### src/rtl/neuron_sequencer_pkg.sv
// Shared state encoding and index-width helpers for the neuron sequencer.
// Index widths never drop below one bit so single-entry cores still elaborate.
package neuron_sequencer_pkg;

    localparam int STATE_W = 3;

    typedef enum logic [STATE_W-1:0] {
        ST_IDLE    = 3'd0,
        ST_FETCH   = 3'd1,
        ST_LOAD    = 3'd2,
        ST_SCAN    = 3'd3,
        ST_WRITE   = 3'd4,
        ST_EMIT    = 3'd5,
        ST_ADVANCE = 3'd6,
        ST_DONE    = 3'd7
    } state_t;

    function automatic int idx_width(input int n);
        return (n > 1) ? $clog2(n) : 1;
    endfunction

endpackage

### src/rtl/neuron_sequencer_axon_scanner.sv
// Walks the axons of one neuron: axon counter, last-axon flag, per-axon type
// select and the spike-and-synapse gate that drives the integrator enable.
module axon_scanner
    import neuron_sequencer_pkg::*;
#(
    parameter int NUM_AXONS = 256,
    parameter int AW        = 8,
    parameter int TW        = 2
) (
    input  logic                    clk,
    input  logic                    reset_n,
    input  logic                    load,
    input  logic                    step,
    input  logic [NUM_AXONS-1:0]    axon_spikes,
    input  logic [NUM_AXONS*TW-1:0] axon_types,
    input  logic [NUM_AXONS-1:0]    synapses,
    output logic                    last_axon,
    output logic [TW-1:0]           axon_type,
    output logic                    fire_gate
);

    logic [AW-1:0] axon_reg;
    logic [TW-1:0] type_arr [NUM_AXONS];

    generate
        for (genvar gi = 0; gi < NUM_AXONS; gi++) begin : g_type
            assign type_arr[gi] = axon_types[gi*TW +: TW];
        end
    endgenerate

    assign last_axon = (axon_reg == AW'(NUM_AXONS - 1));
    assign axon_type = type_arr[axon_reg];
    assign fire_gate = axon_spikes[axon_reg] & synapses[axon_reg];

    // Counter parks on the last axon; the next neuron's LOAD rewinds it.
    always_ff @(posedge clk or negedge reset_n) begin
        if (!reset_n) begin
            axon_reg <= '0;
        end else if (load) begin
            axon_reg <= '0;
        end else if (step && !last_axon) begin
            axon_reg <= axon_reg + AW'(1);
        end
    end

endmodule

### src/rtl/neuron_sequencer.sv
// Per-tick controller: walks every neuron, integrates its active axons through
// the neuron block, writes the potential back and forwards fired spikes.
module neuron_sequencer
    import neuron_sequencer_pkg::*;
#(
    parameter int NUM_NEURONS = 256,
    parameter int NUM_AXONS   = 256,
    parameter int NUM_WEIGHTS = 4,
    localparam int NW = idx_width(NUM_NEURONS),
    localparam int AW = idx_width(NUM_AXONS),
    localparam int TW = idx_width(NUM_WEIGHTS)
) (
    input  logic                    clk,
    input  logic                    reset_n,
    input  logic                    tick,
    input  logic [NUM_AXONS-1:0]    axon_spikes,
    input  logic [NUM_AXONS*TW-1:0] axon_types,
    input  logic [NUM_AXONS-1:0]    csram_synapses,
    output logic                    csram_re,
    output logic [NW-1:0]           csram_addr,
    output logic                    potential_we,
    output logic                    next_neuron,
    output logic                    write_current_potential,
    output logic                    integrator_reg_en,
    output logic [TW-1:0]           neuron_instruction,
    input  logic                    spike_in,
    output logic                    spike_valid,
    input  logic                    spike_ready,
    output logic [NW-1:0]           spike_neuron_id,
    output logic                    busy,
    output logic                    done,
    output logic                    tick_overrun
);

    state_t                 state_reg, state_next;
    logic [NW-1:0]          neuron_reg;
    logic [NUM_AXONS-1:0]   syn_q_reg;
    logic                   overrun_reg;
    logic                   last_neuron;
    logic                   last_axon;
    logic                   scan_gate;
    logic [TW-1:0]          scan_type;

    assign last_neuron = (neuron_reg == NW'(NUM_NEURONS - 1));

    axon_scanner #(
        .NUM_AXONS (NUM_AXONS),
        .AW        (AW),
        .TW        (TW)
    ) u_scanner (
        .clk         (clk),
        .reset_n     (reset_n),
        .load        (state_reg == ST_LOAD),
        .step        (state_reg == ST_SCAN),
        .axon_spikes (axon_spikes),
        .axon_types  (axon_types),
        .synapses    (syn_q_reg),
        .last_axon   (last_axon),
        .axon_type   (scan_type),
        .fire_gate   (scan_gate)
    );

    always_ff @(posedge clk or negedge reset_n) begin
        if (!reset_n) begin
            state_reg <= ST_IDLE;
        end else begin
            state_reg <= state_next;
        end
    end

    always_ff @(posedge clk or negedge reset_n) begin
        if (!reset_n) begin
            neuron_reg  <= '0;
            syn_q_reg   <= '0;
            overrun_reg <= 1'b0;
        end else begin
            overrun_reg <= tick && (state_reg != ST_IDLE);
            if (state_reg == ST_IDLE && tick) begin
                neuron_reg <= '0;
            end else if (state_reg == ST_ADVANCE && !last_neuron) begin
                neuron_reg <= neuron_reg + NW'(1);
            end
            // CSRAM returns the row one cycle after the FETCH strobe.
            if (state_reg == ST_LOAD) begin
                syn_q_reg <= csram_synapses;
            end
        end
    end

    always_comb begin
        state_next = state_reg;
        case (state_reg)
            ST_IDLE:    if (tick) state_next = ST_FETCH;
            ST_FETCH:   state_next = ST_LOAD;
            ST_LOAD:    state_next = ST_SCAN;
            ST_SCAN:    if (last_axon) state_next = ST_WRITE;
            ST_WRITE:   state_next = spike_in ? ST_EMIT : ST_ADVANCE;
            ST_EMIT:    if (spike_ready) state_next = ST_ADVANCE;
            ST_ADVANCE: state_next = last_neuron ? ST_DONE : ST_FETCH;
            ST_DONE:    state_next = ST_IDLE;
            default:    state_next = ST_IDLE;
        endcase
    end

    always_comb begin
        csram_re                = 1'b0;
        csram_addr              = '0;
        potential_we            = 1'b0;
        next_neuron             = 1'b0;
        write_current_potential = 1'b0;
        integrator_reg_en       = 1'b0;
        neuron_instruction      = '0;
        spike_valid             = 1'b0;
        spike_neuron_id         = '0;
        busy                    = (state_reg != ST_IDLE);
        done                    = 1'b0;
        tick_overrun            = overrun_reg;
        case (state_reg)
            ST_FETCH: begin
                csram_re   = 1'b1;
                csram_addr = neuron_reg;
            end
            ST_LOAD: begin
                next_neuron             = 1'b1;
                write_current_potential = 1'b1;
                integrator_reg_en       = 1'b1;
            end
            ST_SCAN: begin
                neuron_instruction = scan_type;
                integrator_reg_en  = scan_gate;
            end
            ST_WRITE: begin
                potential_we = 1'b1;
                csram_addr   = neuron_reg;
            end
            ST_EMIT: begin
                spike_valid     = 1'b1;
                spike_neuron_id = neuron_reg;
            end
            ST_DONE:  done = 1'b1;
            default: ;
        endcase
    end

endmodule
### config.mk
export PLATFORM = sky130hd
export DESIGN_NAME = neuron_sequencer
export DESIGN_NICKNAME = d
export VERILOG_FILES = /design/src/rtl/neuron_sequencer_pkg.sv /design/src/rtl/neuron_sequencer_axon_scanner.sv /design/src/rtl/neuron_sequencer.sv
export SDC_FILE = /design/constraint.sdc
export NUM_CORES = 1
export LEC_CHECK = 0
export BUFFER_PORTS_ARGS = -buffer_cell sky130_fd_sc_hd__buf_2
export CAP_MARGIN = 0
export CORE_AREA = 4 4 409 411
export CTS_CLUSTER_SIZE = 14
export DETAILED_ROUTE_END_ITERATION = 16
export DIE_AREA = 0 0 413 415
export SLEW_MARGIN = 20
export SYNTH_ARGS = -nofsm -noshare
export SYNTH_HDL_FRONTEND = slang
export SYNTH_SLANG_ARGS = --single-unit
### constraint.sdc
create_clock -name clk -period 2.73 [get_ports clk]
set_input_delay 0.4095 -clock clk [delete_from_list [all_inputs] [get_ports clk]]
set_output_delay 0.4095 -clock clk [all_outputs]
set_load 0.05 [all_outputs]
==> impl_summary.log <==
[metrics] run status: finished with violations
[metrics] failing checks: setup timing
[metrics] classification of the worst-slack hold path: primary input to flop
[metrics] Starting DRT DRC Count: approximately 1200
[metrics] peak per-stage delay on the critical path: 0.53 ns
[metrics] area of the placeable core: 164100 µm²
[metrics] number of vias after detailed routing: 18773
[metrics] Design Power: 10680 µW
[metrics] maximum fanout along the worst path: 21
[metrics] area taken by flip-flops and latches: 6923 µm²
[metrics] max-slew headroom at the worst pin: 56.77%
[metrics] Detailed Route WL: 135.4 mm
[metrics] number of rows created at floorplan: 149
[metrics] Final Hold Viols: 0
[metrics] Avg Inst Size Synth: about 13 µm²
[metrics] layout overhead on the synthesized area: 62.87%
[metrics] routed wirelength normalized by instance count: 28.24 µm
[metrics] fraction of registers with async set or reset after synthesis: 100.0%
[metrics] DR pass1 iterations: 5
[metrics] most instantiated cells after synthesis: sky130_fd_sc_hd__dfrtp_1, sky130_fd_sc_hd__mux2_2, sky130_fd_sc_hd__mux4_2
[metrics] fin. max-slew vios: 0
[metrics] clock latency of the later-clocked register in the worst-skew pair: 0.58 ns
[metrics] maximum vdd ir drop: 0.4031 mV
[metrics] overall fraction of global-route tracks in use: 15.04%
[metrics] Vert. Die Dim: 415 µm
[metrics] initial standard-cell utilization of the core: 11.07%
[metrics] count of endpoints failing setup in the final report: 3
[metrics] NumNets Final: 3580
[metrics] Hold Startpoint: csram_synapses[39]
[metrics] flip-flop count of the largest register, all copies and words added: 256
[metrics] DPL Wire Length: around 110 mm
[metrics] count of distinct cell types in the synthesized netlist: 54
[metrics] final non-filler cell total: roughly 4800
[metrics] CTS root buf: sky130_fd_sc_hd__clkbuf_16
[metrics] final critical path time including I/O delays and setup: 4.167 ns
[metrics] area of the multi-input gates: roughly 11000 µm²
[metrics] number of synthesized register bits: 276
[metrics] proportion of synthesized chip area in sequential cells: a little under two fifths
[metrics] cell chain of the critical path: bufbuf_16 > bufbuf_16 > buf_4 > mux2i_1 > a221oi_1 > a21oi_1 > nor2_1 > o2111ai_1 > o211ai_1 > a41o_2 > buf_12
[metrics] Antenna Nets Post-Route: 0
[metrics] netlist area before placement: 18160 µm²
[metrics] detailed-route DRC error count: 0
[metrics] number of synthesis warnings: 0
[metrics] standby leakage power: approximately 0.014 µW
[metrics] Final TNS setup: -4.241 ns
[metrics] Worst R2R Setup Slack: 0.21 ns
[metrics] number of standard cells after synthesis: 1370
[metrics] IO Port Bufs: 1055
[metrics] final worst-path cycle share: 152.6%
[metrics] width of the die: 413 µm
[metrics] Clock Tree Buf Depth: 3
[metrics] Placement Setup Slack: -1.598 ns
[metrics] Final WS setup: -1.437 ns
[metrics] number of synthesized flops with an enable pin: 0
[metrics] kind of start point of the critical path: flop
[metrics] most common cell in the synthesized netlist: sky130_fd_sc_hd__dfrtp_1
[metrics] CP max stage cell: sky130_fd_sc_hd__dfrtp_4
[metrics] clock tree from TritonCTS: done
[metrics] predominant post-synthesis flop cell: sky130_fd_sc_hd__dfrtp_1
[metrics] total instance count after detailed placement: between 4000 and 5000
[metrics] Yosys top cell area share: 38.04%
[metrics] ranking of synthesized cells by area: sky130_fd_sc_hd__dfrtp_1, sky130_fd_sc_hd__mux4_2, sky130_fd_sc_hd__mux2_2, sky130_fd_sc_hd__o211ai_1, sky130_fd_sc_hd__nand2_1
[metrics] Reg2Reg Launch Point: u_scanner.axon_reg[0]
[metrics] cell repeated most along the worst path: sky130_fd_sc_hd__bufbuf_16
[metrics] path type of the worst setup path: flop to output pin
[metrics] number of fill cells: around 18000
[metrics] peak clock frequency supported by timing: 240.0 MHz
[metrics] Net Count, Synth: about 2400
[metrics] worst hold-check slack: 0.05571 ns
[metrics] # H-tree levels: 2
[metrics] Worst EP required: roughly 2.3 ns
[metrics] Crit path max-delay family: compound AO/OA/AOI/OAI gates
[metrics] Critical Path AT: about 3.8 ns
[metrics] pwr dens: 361.1 nW/µm²
[metrics] layout cells sized above 1: 70.95%
[metrics] Min-Delay Path Depth: 2
[metrics] clock-pin slew reported for the worst setup and hold paths after clock tree synthesis: around 0.06 ns
[metrics] largest net degree at the start of global routing: 70
[metrics] Worst R2R End: u_scanner.axon_reg[7]
[metrics] global-route wire length before repair: 174.6 mm
[metrics] number of antenna violations at the first check in global routing: 111
[metrics] via count of the first global-routing pass: 19816
[metrics] largest area contributor in the synthesized netlist: sky130_fd_sc_hd__dfrtp_1
[metrics] total buffers and inverters traversed by the critical path: 4
[metrics] max-capacitance violation count: 0
[metrics] number of cells on the worst reg-to-reg path: 8
[metrics] via-per-instance ratio: between 3 and 4
[metrics] final weighted congestion of routability-driven global placement: 0.9327
[metrics] final setup skew: ~0.022 ns
[metrics] count of clock tree sinks: approximately 280
[metrics] Total Die Area: around 170000 µm²
[metrics] GR Overflow Total: 0
[metrics] count of boundary I/O pins: 1056
[metrics] setup repair after global routing missed its margin: true
[metrics] endpoint of the worst hold-timing path: syn_q_reg[39]
[metrics] slew of the pin with the lowest slew margin: about 0.65 ns
[metrics] sort of element at the end of the critical path: output pin
[metrics] number of buffers added by the clock tree synthesis step: 37
where the power goes:
group | switching, µW | internal (µW)
Sequential | 0.118 | 4090
Clock | 2220 | 3030
Combinational | 554 | 788
per-layer routing:
metal	global-route usage, %	vias up	part of all wire [%]
li1	-	7851	-
met1	17.52	9592	38
met2	26.25	978	49
met3	5.340	272	10
met4	3.499	80	2.7
met5	0	-	0.36
layout by cell type, fill, tap and decap left out, types with 6 or more instances in the layout:
| master | netlist | routed |
|---|---|---|
| sky130_fd_sc_hd__nor2b_2 | 0 | 11 |
| sky130_fd_sc_hd__nand3b_1 | 7 | 7 |
| sky130_fd_sc_hd__mux2i_1 | 25 | 22 |
| sky130_fd_sc_hd__a31oi_1 | 8 | 6 |
| sky130_fd_sc_hd__o211ai_1 | 55 | 55 |
| sky130_fd_sc_hd__mux2_2 | 256 | 256 |
| sky130_fd_sc_hd__inv_1 | 7 | 6 |
| sky130_fd_sc_hd__buf_2 | 30 | 1051 |
| sky130_fd_sc_hd__diode_2 | 0 | 29 |
| sky130_fd_sc_hd__dlygate4sd3_1 | 0 | 19 |
| sky130_fd_sc_hd__a221oi_1 | 7 | 7 |
| sky130_fd_sc_hd__nand4_1 | 14 | 14 |
| sky130_fd_sc_hd__a21oi_1 | 22 | 22 |
| sky130_fd_sc_hd__nor2b_1 | 18 | 7 |
| sky130_fd_sc_hd__mux4_2 | 212 | 212 |
| sky130_fd_sc_hd__a22oi_1 | 19 | 17 |
| sky130_fd_sc_hd__and2_1 | 19 | 18 |
| sky130_fd_sc_hd__o21ai_1 | 6 | 7 |
| sky130_fd_sc_hd__nand2_1 | 90 | 90 |
| sky130_fd_sc_hd__nor2_1 | 35 | 32 |
| sky130_fd_sc_hd__clkinv_2 | 0 | 6 |
| sky130_fd_sc_hd__buf_4 | 12 | 133 |
| sky130_fd_sc_hd__nand3_1 | 67 | 67 |
| sky130_fd_sc_hd__buf_6 | 6 | 10 |
| sky130_fd_sc_hd__dfrtp_1 | 276 | 271 |
| sky130_fd_sc_hd__o21ai_0 | 28 | 25 |
| sky130_fd_sc_hd__clkbuf_16 | 0 | 38 |
| sky130_fd_sc_hd__xnor2_1 | 6 | 6 |
| sky130_fd_sc_hd__buf_12 | 0 | 36 |
worst max-delay path by stage:
stage | from | end | slack [ns] | depth (start not counted)
after floorplan | u_scanner.axon_reg[1] | neuron_instruction[0] | -0.28 | 10
after global placement | u_scanner.axon_reg[0] | integrator_reg_en | -1.67 | 13
after detailed placement | u_scanner.axon_reg[0] | integrator_reg_en | -1.60 | 13
after CTS | u_scanner.axon_reg[0] | integrator_reg_en | -1.63 | 9
after global routing | u_scanner.axon_reg[0] | integrator_reg_en | -1.59 | 11
final | u_scanner.axon_reg[0] | integrator_reg_en | -1.44 | 11
kinds of logic after synthesis:
group	synth area share [%]
XOR/XNOR	0.5306
multiplexers	43.55
AND/OR/NAND/NOR	7.539
adder cells (fa/ha/maj)	0.1378
flip-flops	38.04
buffers and inverters	3.370
AO/OA/AOI/OAI	6.836
area by class of cell:
cell class,instances,share of cell area [%]
diodes,29,0.2454
clock buffers,45,3.474
clock inverters,23,0.8927
inverters,8,0.1015
multi-input cells,965,37.02
flip-flops and latches,276,23.41
well taps,2189,9.262
repair buffers,1261,25.60
timing repair:
item                                   CTS  global route
pin swaps                               13            13
endpoints found under the hold margin   59             0
setup endpoints to repair                3             4
hold buffers                            19             0
setup buffers                           21             5
resized for setup                       59            15
gates cloned                             4             0
per-stage QoR:
stage,utilization [%],instance area [µm²]
final,18.03,29570
after global routing,18.00,29530
after CTS,17.92,29400
after floorplan,-,18270
after global placement,16.65,27310
after detailed placement,16.65,27310
No activity file was read; power rests on OpenSTA's default activity.
